<file path="src/rtl/alu_ctrl_pkg.sv">
// Shared definitions for the accumulator ALU controller: opcodes, FSM states
// and the ALU selector code that simply passes AC through.
package alu_ctrl_pkg;

  localparam logic [2:0] OP_ADD  = 3'b000;
  localparam logic [2:0] OP_ASHL = 3'b001;
  localparam logic [2:0] OP_XNOR = 3'b010;
  localparam logic [2:0] OP_DIV2 = 3'b011;
  localparam logic [2:0] OP_LDA  = 3'b100;
  localparam logic [2:0] OP_OUT  = 3'b101;
  localparam logic [2:0] OP_NEG  = 3'b110;
  localparam logic [2:0] OP_ASHN = 3'b111;

  // Selector used whenever the ALU result is not consumed; keeps the ALU
  // away from the forbidden 3'b111 code.
  localparam logic [2:0] ALU_SEL_PASS_AC = 3'b101;

  typedef enum logic [1:0] {
    IDLE  = 2'd0,
    EXEC  = 2'd1,
    SHIFT = 2'd2,
    OUTP  = 2'd3
  } state_t;

endpackage

</file>
<file path="src/rtl/alu_sequencer_if.sv">
// Instruction and AC-output handshakes of the ALU sequencer. The slave side
// is the sequencer; the master side issues instructions and consumes AC.
interface alu_sequencer_if #(parameter int WIDTH = 8);

  logic             instr_valid;
  logic             instr_ready;
  logic [2:0]       instr_op;
  logic [WIDTH-1:0] instr_opnd;
  logic             out_valid;
  logic [WIDTH-1:0] out_data;
  logic             out_ready;

  modport master (
    output instr_valid, instr_op, instr_opnd, out_ready,
    input  instr_ready, out_valid, out_data
  );

  modport slave (
    input  instr_valid, instr_op, instr_opnd, out_ready,
    output instr_ready, out_valid, out_data
  );

endinterface

</file>
<file path="src/rtl/alu_sequencer.sv">
// Multi-cycle controller for the 8-bit accumulator ALU. Owns AC, E and DR,
// steers the external ALU, runs the looped ASHN shift and streams AC out.
module alu_sequencer
  import alu_ctrl_pkg::*;
#(
  parameter int WIDTH = 8,
  parameter int CNT_W = 3
) (
  input  logic             clk,
  input  logic             rst_n,
  alu_sequencer_if.slave   bus,
  output logic [2:0]       alu_sel,
  output logic [WIDTH-1:0] alu_ac,
  output logic [WIDTH-1:0] alu_dr,
  input  logic [WIDTH-1:0] alu_result,
  input  logic             alu_e,
  output logic [WIDTH-1:0] ac,
  output logic             e_flag,
  output logic             busy
);

  state_t           state_q, state_d;
  logic [WIDTH-1:0] ac_q, ac_d;
  logic             e_q, e_d;
  logic [WIDTH-1:0] dr_q, dr_d;
  logic [CNT_W-1:0] cnt_q, cnt_d;
  logic [2:0]       op_q, op_d;
  logic [WIDTH-1:0] out_data_q, out_data_d;

  // Register every piece of state; reset aborts whatever is in flight.
  always_ff @(posedge clk or negedge rst_n) begin
    if (!rst_n) begin
      state_q    <= IDLE;
      ac_q       <= '0;
      e_q        <= 1'b0;
      dr_q       <= '0;
      cnt_q      <= '0;
      op_q       <= '0;
      out_data_q <= '0;
    end else begin
      state_q    <= state_d;
      ac_q       <= ac_d;
      e_q        <= e_d;
      dr_q       <= dr_d;
      cnt_q      <= cnt_d;
      op_q       <= op_d;
      out_data_q <= out_data_d;
    end
  end

  // Next-state and register updates: decode on accept, then one EXEC cycle,
  // a counted run of shifts, or an output handshake before returning to IDLE.
  always_comb begin
    state_d    = state_q;
    ac_d       = ac_q;
    e_d        = e_q;
    dr_d       = dr_q;
    cnt_d      = cnt_q;
    op_d       = op_q;
    out_data_d = out_data_q;

    case (state_q)
      IDLE: begin
        if (bus.instr_valid) begin
          op_d = bus.instr_op;
          if (bus.instr_op == OP_ASHN) begin
            if (bus.instr_opnd[CNT_W-1:0] != '0) begin
              dr_d    = ac_q;
              cnt_d   = bus.instr_opnd[CNT_W-1:0];
              state_d = SHIFT;
            end
          end else if (bus.instr_op == OP_OUT) begin
            out_data_d = ac_q;
            state_d    = OUTP;
          end else if (bus.instr_op == OP_NEG) begin
            dr_d    = ac_q;
            state_d = EXEC;
          end else begin
            dr_d    = bus.instr_opnd;
            state_d = EXEC;
          end
        end
      end

      EXEC: begin
        ac_d    = alu_result;
        state_d = IDLE;
        case (op_q)
          OP_ADD, OP_ASHL, OP_DIV2: e_d = alu_e;
          OP_XNOR, OP_LDA, OP_NEG:  e_d = e_q;
          default:                  e_d = e_q;
        endcase
      end

      SHIFT: begin
        dr_d  = alu_result;
        cnt_d = cnt_q - CNT_W'(1);
        if (cnt_q == CNT_W'(1)) begin
          ac_d    = alu_result;
          e_d     = alu_e;
          state_d = IDLE;
        end
      end

      OUTP: begin
        if (bus.out_ready) begin
          state_d = IDLE;
        end
      end

      default: state_d = IDLE;
    endcase
  end

  // ALU selector: only EXEC and SHIFT use the result; everything else parks
  // the ALU on the AC pass-through code.
  always_comb begin
    alu_sel = ALU_SEL_PASS_AC;
    case (state_q)
      EXEC:    alu_sel = op_q;
      SHIFT:   alu_sel = OP_ASHL;
      default: alu_sel = ALU_SEL_PASS_AC;
    endcase
  end

  assign bus.instr_ready = (state_q == IDLE);
  assign bus.out_valid   = (state_q == OUTP);
  assign bus.out_data    = out_data_q;
  assign busy            = (state_q != IDLE);
  assign alu_ac          = ac_q;
  assign alu_dr          = dr_q;
  assign ac              = ac_q;
  assign e_flag          = e_q;

endmodule

</file>
<file path="src/flat_wrapper.sv">
// flat-port wrapper written by rule: the top's interface ports become plain ports
module alu_sequencer_flat import alu_ctrl_pkg::*;
#(
  parameter int WIDTH = 8,
  parameter int CNT_W = 3
)
  (clk, rst_n, alu_sel, alu_ac, alu_dr, alu_result, alu_e, ac, e_flag, busy, bus_instr_valid, bus_instr_op, bus_instr_opnd, bus_out_ready, bus_instr_ready, bus_out_valid, bus_out_data);
  alu_sequencer_if #(.WIDTH(WIDTH)) bus_i ();
  input  logic clk;
  input  logic rst_n;
  output logic [2:0] alu_sel;
  output logic [WIDTH-1:0] alu_ac;
  output logic [WIDTH-1:0] alu_dr;
  input  logic [WIDTH-1:0] alu_result;
  input  logic alu_e;
  output logic [WIDTH-1:0] ac;
  output logic e_flag;
  output logic busy;
  input wire logic [$bits(bus_i.instr_valid)-1:0] bus_instr_valid;
  input wire logic [$bits(bus_i.instr_op)-1:0] bus_instr_op;
  input wire logic [$bits(bus_i.instr_opnd)-1:0] bus_instr_opnd;
  input wire logic [$bits(bus_i.out_ready)-1:0] bus_out_ready;
  output wire logic [$bits(bus_i.instr_ready)-1:0] bus_instr_ready;
  output wire logic [$bits(bus_i.out_valid)-1:0] bus_out_valid;
  output wire logic [$bits(bus_i.out_data)-1:0] bus_out_data;
  assign bus_i.instr_valid = bus_instr_valid;
  assign bus_i.instr_op = bus_instr_op;
  assign bus_i.instr_opnd = bus_instr_opnd;
  assign bus_i.out_ready = bus_out_ready;
  assign bus_instr_ready = bus_i.instr_ready;
  assign bus_out_valid = bus_i.out_valid;
  assign bus_out_data = bus_i.out_data;
  alu_sequencer #(.WIDTH(WIDTH), .CNT_W(CNT_W)) u_core (.clk(clk), .rst_n(rst_n), .bus(bus_i), .alu_sel(alu_sel), .alu_ac(alu_ac), .alu_dr(alu_dr), .alu_result(alu_result), .alu_e(alu_e), .ac(ac), .e_flag(e_flag), .busy(busy));
endmodule
</file>
<file path="config.mk">
export PLATFORM = sky130hd
export DESIGN_NAME = alu_sequencer_flat
export DESIGN_NICKNAME = d
export VERILOG_FILES = /design/src/rtl/alu_ctrl_pkg.sv /design/src/rtl/alu_sequencer_if.sv /design/src/rtl/alu_sequencer.sv /design/src/flat_wrapper.sv
export SDC_FILE = /design/constraint.sdc
export NUM_CORES = 1
export LEC_CHECK = 0
export ABC_CLOCK_PERIOD_IN_PS = 1900
export CORE_ASPECT_RATIO = 0.75
export CORE_MARGIN = 2
export CORE_UTILIZATION = 35
export DETAILED_ROUTE_END_ITERATION = 6
export PLACE_DENSITY = 0.64
export SYNTH_ARGS = -nofsm -noshare
export SYNTH_HDL_FRONTEND = slang
export SYNTH_SLANG_ARGS = --single-unit
</file>
<file path="constraint.sdc">
create_clock -name clk -period 1.9 [get_ports clk]
set_input_delay 0.38 -clock clk [delete_from_list [all_inputs] [get_ports clk]]
set_output_delay 0.38 -clock clk [all_outputs]
set_load 0.005 [all_outputs]
</file>
# Yosys cells after proc, flatten, opt, wreduce, memory -nomap -nowiden
# Index checks and enable logic that the tools add are counted.
op_classes:
  n_reduce_logical: 14
  mux: 23
  n_eq_ne: 17
  n_addsub: 1
  bitwise: 1
ops:
  columns: ["op", "n"]
  rows:
  - ["$mux 8", 6]
  - ["$pmux 8 s2", 2]
  - ["$reduce_and 4->1", 4]
  - ["$mux 2", 6]
  - ["$pmux 3 s2", 2]
  - ["$eq 3x3->1 const B", 3]
  - ["$mux 3", 3]
  - ["$ne 2x1->1 const B", 4]
  - ["$pmux 2 s4", 1]
  - ["$eq 3x1->1 const B", 2]
  - ["$reduce_bool 2->1", 3]
  - ["$eq 2x2->1 const B", 2]
  - ["$ne 2x2->1 const B", 2]
  - ["$reduce_and 2->1", 2]
  - ["$eq 3x2->1 const B", 1]
  - ["$logic_not 3->1", 1]
  - ["$ne 3x2->1 const B", 1]
  - ["$ne 3x3->1 const B", 1]
  - ["$reduce_and 3->1", 1]
  - ["$reduce_bool 3->1", 1]
  - ["$reduce_or 3->1", 1]
  - ["$sub 3x1->3 const B", 1]
  - ["$eq 2x1->1 const B", 1]
  - ["$logic_not 2->1", 1]
  - ["other kinds (3)", 4]
totals:
  register_bits: 33
  inputBits: 24
  output_inout_bits: 39
  elab_cells: 63

# Depth between registers and ports, before layout
logic_depth:
  depth_word: 6
  mapped_depth: 7
  mapped_depth_nobuf: 6

# Worst setup path before layout
# No wires, ideal clock.
synth_path:
  kind: "register -> register"
  start: "register u_core.state_q[0]"
  end: "register u_core.cnt_q[1]"
  arrival_ps: 1703
  period_less_slack_ps: 1780
  stages_incl_launch_ff: 8
  required_time_ps: 1823
  path_buffers: 1
  path_slack_ps: 120
  setup_ps: 77
  cell_sequence: "dfrtp_1 -> inv_1 -> ha_1 -> clkbuf_2 -> nand2_2 -> or3_4 -> a32o_1 -> a21oi_1"
synth_between:
  elab_chain_cells: 3
  elab_cells_between_ends: 8
  classes_between: "4 x eq/ne; 1 x mux; 3 x reduce/logical"
synth_lines:
  columns: ["element", "line_no", "text"]
  rows:
  - ["start, declared", "alu_sequencer.sv:22", "state_t state_q, state_d;"]
  - ["start signal, assigned", "alu_sequencer.sv:41", "state_q <= state_d;"]
  - ["$logic_not 2->1 (*)", null, null]
  - ["named net bus_instr_ready", "flat_wrapper.sv:23", "output wire logic [$bits(bus_i.instr_ready)-1:0] bus_instr_ready;"]
  - ["$ne 2x1->1 (no line), or another cell as far along", null, null]
  - ["$reduce_and 4->1 (no line)", null, null]
  - ["end signal, assigned", "alu_sequencer.sv:45", "cnt_q <= cnt_d;"]
  - ["end, declared", "alu_sequencer.sv:26", "logic [CNT_W-1:0] cnt_q, cnt_d;"]
# Mark *: on every way through the listed nets, which the timed path passes. The rest lies on a longest branch.
# A chain may end at the register's enable or synchronous reset.

# Final worst setup path
layout_path:
  start: "register u_core.state_q[0]"
  end: "output port alu_sel[2]"
layout_between:
  elab_chain_cells: 2
  elab_cells_between_ends: 3
  classes_between: "2 x eq/ne; 1 x mux"
layout_lines:
  columns: ["element", "line_no", "text"]
  rows:
  - ["$eq 2x2->1 / $eq 2x1->1 (equally long branches)", "alu_sequencer.sv:119", "case (state_q)"]
  - ["$pmux 3 s2 (*)", "alu_sequencer.sv:119", null]
  - ["end, declared", "flat_wrapper.sv:11", "output logic [2:0] alu_sel;"]
# Mark *: on every way between the ends. The rest lies on a longest branch, timed or not.

==> summary.md <==
| Metric | Value |
|---|---|
| Outcome | finished, final reports clean |
| Core ar. | 4950 sq um |
| Critical Path AT | ~1.5 ns |
| Routability Congestion | 0.825 |
| Final setup violation count | 0 |
| Post-synth EDFFs | 0 |
| Synthesized area per cell | between 10 and 15 sq um |
| Die area | about 5800 sq um |
| Synth Instances | about 160 |
| Final worst setup slack | around 0.049 ns |
| Chip Height | 66.4 microns |
| Port Buf Inserts | between 60 and 70 |
| Initial cell density of the core | around 37% |
| R2r setup slk | roughly 0.12 ns |
| Yosys Warn Count | 0 |
| Post-Route WL | around 4500 microns |
| Dpl ws | -0.219 ns |
| Pre-antenna DRT Iters | 4 |
| Clock Pin Slew Worst Setup and Hold Paths | approximately 0.070 ns |
| Setup CP Type | flip-flop to primary output |
| Vias | about 1.5k |
| Vias in the first global route | around 1.4k |
| DRC | 0 |
| Final Hold Viols | 0 |
| Static Leakage | 0.00124 uW |
| Asr flop ratio synth | 100% |
| First-pass GRT wire length | between 7000 and 8000 microns |
| Reg2reg end | u_core.alu_dr[2]$_DFFE_PN0P_ |
| Synth area leader | dfrtp_1 |
| ANT nets after route | 0 |
| Final Net Count | 270 |
| Gr usage total | 16.6% |
| Post-Syn Area | approximately 1800 sq um |
| Antenna violations before repair | 0 |
| Largest net degree at the start of global routing | 34 |
| TritonCTS clock tree | yes |
| Worst clock skew | slightly below 0.01 ns |
| CTS root buf | clkbuf_8 |
| # IOs | 63 |
| R2R depth | 5 |
| P per Cell Area | between 1500 and 2000 nW/um^2 |
| Post-DP HPWL | 3330 microns |
| Critical R2R Launch | u_core.state_q[1]$_DFFE_PN0P_ |
| CTS Sinks | 33 |
| Clk Latency, worst-skew pair | 0.29 ns |
| Fill cell count | ~460 |
| Global route overflow | 0 |
| CTS Buffer Depth | 2 |
| Top cell type's share of synthesized area | between 40 and 50% |
| Placed cells | around 290 |
| Final period util | 97.4% |
| Cts hold-fix bufs | 0 |
| Top FF cell, synth | dfrtp_1 |
| Hold Crit Class | input port to asynchronous set/reset pin |
| Max-cap viol count | 0 |
| H-tree level count | 2 |
| DR WL/cell | between 15 and 20 microns |
| Relative slew slack | slightly above 70% |
| Worst ir drop on vdd | slightly below 0.8 mV |
| RSZ-0062 raised after global routing | false |
| Setup crit end kind | primary output |
| Minimum clock period | roughly 1.9 ns |
| Drt initial violations | 44 |
| Sequential fraction of the synthesis area | between 40% and 50% |
| Final std cells w/o fill | roughly 300 |
| #FFs+latches synth | 33 |
| Die Wd | roughly 87 microns |
| Fmax achieved | 0.540 GHz |
| Worst Setup Start Kind | flip-flop |
| Crit path required time | about 1.5 ns |
| Syn_nets | roughly 190 |
| N_diodes | 0 |
| Worst-margin pin slew | 0.433 ns |
| Synth top area cells | dfrtp_1, mux2_2, mux2i_1 |
| Crit Path Max Fanout | 4 |
| Netlist cell types | 35 |
| Pins Over Slew Limit | 0 |
| Cell row count | 22 |
| Share of cells above drive strength 1 | 31.1% |
| CTS buffer count | 5 |
| Vias per cell | roughly 4.9 |
| Area growth syn-to-layout | 54.1% |
==> cells in the final DEF (no fill, tap or decap), types with 2 or more instances in the layout <==
| master | n |
|---|---|
| mux2i_1 | 8 |
| o2bb2ai_1 | 2 |
| ha_1 | 3 |
| inv_2 | 2 |
| dlygate4sd2_1 | 2 |
| nor3_1 | 2 |
| ha_4 | 3 |
| inv_1 | 6 |
| clkbuf_8 | 6 |
| o21ai_0 | 11 |
| dlymetal6s2s_1 | 3 |
| clkdlybuf4s50_1 | 57 |
| mux2_2 | 29 |
| nand3_1 | 3 |
| nor2_1 | 4 |
| dfrtp_1 | 33 |
| a21oi_1 | 4 |
| o31ai_4 | 2 |
| buf_4 | 25 |
| nand2_1 | 15 |
==> critical path, stage by stage, from the launching register on <==
cell	delay [ns]
dfrtp_1	0.41
buf_4	0.15
ha_4	0.16
inv_1	0.08
nor2_1	0.04
a21oi_1	0.09
dlygate4sd2_1	0.25
==> cells in the mapped netlist, types with 2 or more instances <==
library cell / number
nor3_1: 2
buf_4: 9
clkbuf_1: 2
mux2i_1: 8
o31ai_4: 2
o21ai_0: 11
nor2_1: 4
mux2_2: 29
nand3_1: 3
a21oi_1: 4
dfrtp_1: 33
inv_1: 8
ha_1: 6
o2bb2ai_1: 2
nand2_1: 15
==> stage by stage <==
step | cell area (sq um) | power (uW) | hold WS [ns] | util [%] | TNS [ns]
after floorplan | 1810 | 2520 | 0.0844 | - | 0
after global placement | 2590 | 3690 | 0.488 | 52.4 | -2.33
after detailed placement | 2590 | 3730 | 0.498 | 52.4 | -2.54
after CTS | 2740 | 4460 | 0.510 | 55.3 | -0.173
after global routing | 2800 | 4850 | 0.529 | 56.4 | 0
final | 2800 | 4520 | 0.499 | 56.4 | 0
==> layout make-up <==
type	count	area (sq um)	area share, %
Multi-Input combinational cell	104	911	32.6
Timing Repair Buffer	88	833	29.8
Sequential cell	33	826	29.5
Clock buffer	6	82.6	2.95
Tap cell	60	75.1	2.69
Clock inverter	2	37.5	1.34
Inverter	8	30.0	1.07
==> per-layer routing <==
| layer | part of all wire (%) | global-route usage, % | vias up |
|---|---|---|---|
| met5 | 0 | 0 | - |
| met4 | 0.68 | 4.62 | 0 |
| met3 | 6.5 | 5.62 | 5 |
| met2 | 44 | 24.0 | 42 |
| met1 | 48 | 23.7 | 697 |
| li1 | - | - | 720 |
==> report_power, final <==
| part | total, uW | internal (uW) | leakage [uW] | switching (uW) |
|---|---|---|---|---|
| logic | 2470 | 1560 | 0.000788 | 915 |
| clock network | 694 | 426 | 0.0000574 | 267 |
| registers | 1350 | 1070 | 0.000394 | 279 |
==> worst max-delay path by stage <==
stage / slack [ns] / startpoint / depth (start not counted) / to
after floorplan: 0.12 / u_core.state_q[0]$_DFFE_PN0P_ / 7 / u_core.cnt_q[1]$_DFFE_PN0P_
after global placement: -0.18 / bus_instr_opnd[1] / 5 / u_core.alu_dr[5]$_DFFE_PN0P_
after detailed placement: -0.22 / bus_instr_opnd[1] / 5 / u_core.alu_dr[2]$_DFFE_PN0P_
after CTS: -0.08 / u_core.state_q[1]$_DFFE_PN0P_ / 4 / alu_sel[1]
after global routing: 0.003 / u_core.state_q[0]$_DFFE_PN0P_ / 3 / bus_instr_ready
final: 0.05 / u_core.state_q[0]$_DFFE_PN0P_ / 6 / alu_sel[2]
==> state kept, by name, summed over array words and instances (netlist names) <==
register             flops
u_core.state_q           2
u_core.ac                8
u_core.e_flag            1
u_core.bus.out_data      8
u_core.cnt_q             3
u_core.op_q              3
u_core.alu_dr            8
==> cell families (layout without fill, tap and decap cells) <==
group                    Yosys count  in the layout  synth area share [%]
AND/OR/NAND/NOR                   33             33                  9.66
flip-flops                        33             33                  45.5
multiplexers                      37             37                  22.4
buffers and inverters             21            104                  6.34
AO/OA/AOI/OAI                     28             28                  11.9
adder cells (fa/ha/maj)            6              6                  4.14
==> repair_timing <==
item,in CTS,in global routing
gates resized for setup,4,9
setup endpoints to repair,5,6
buffers inserted,3,2
pin swaps,1,1
No activity file was read; power rests on OpenSTA's default activity.
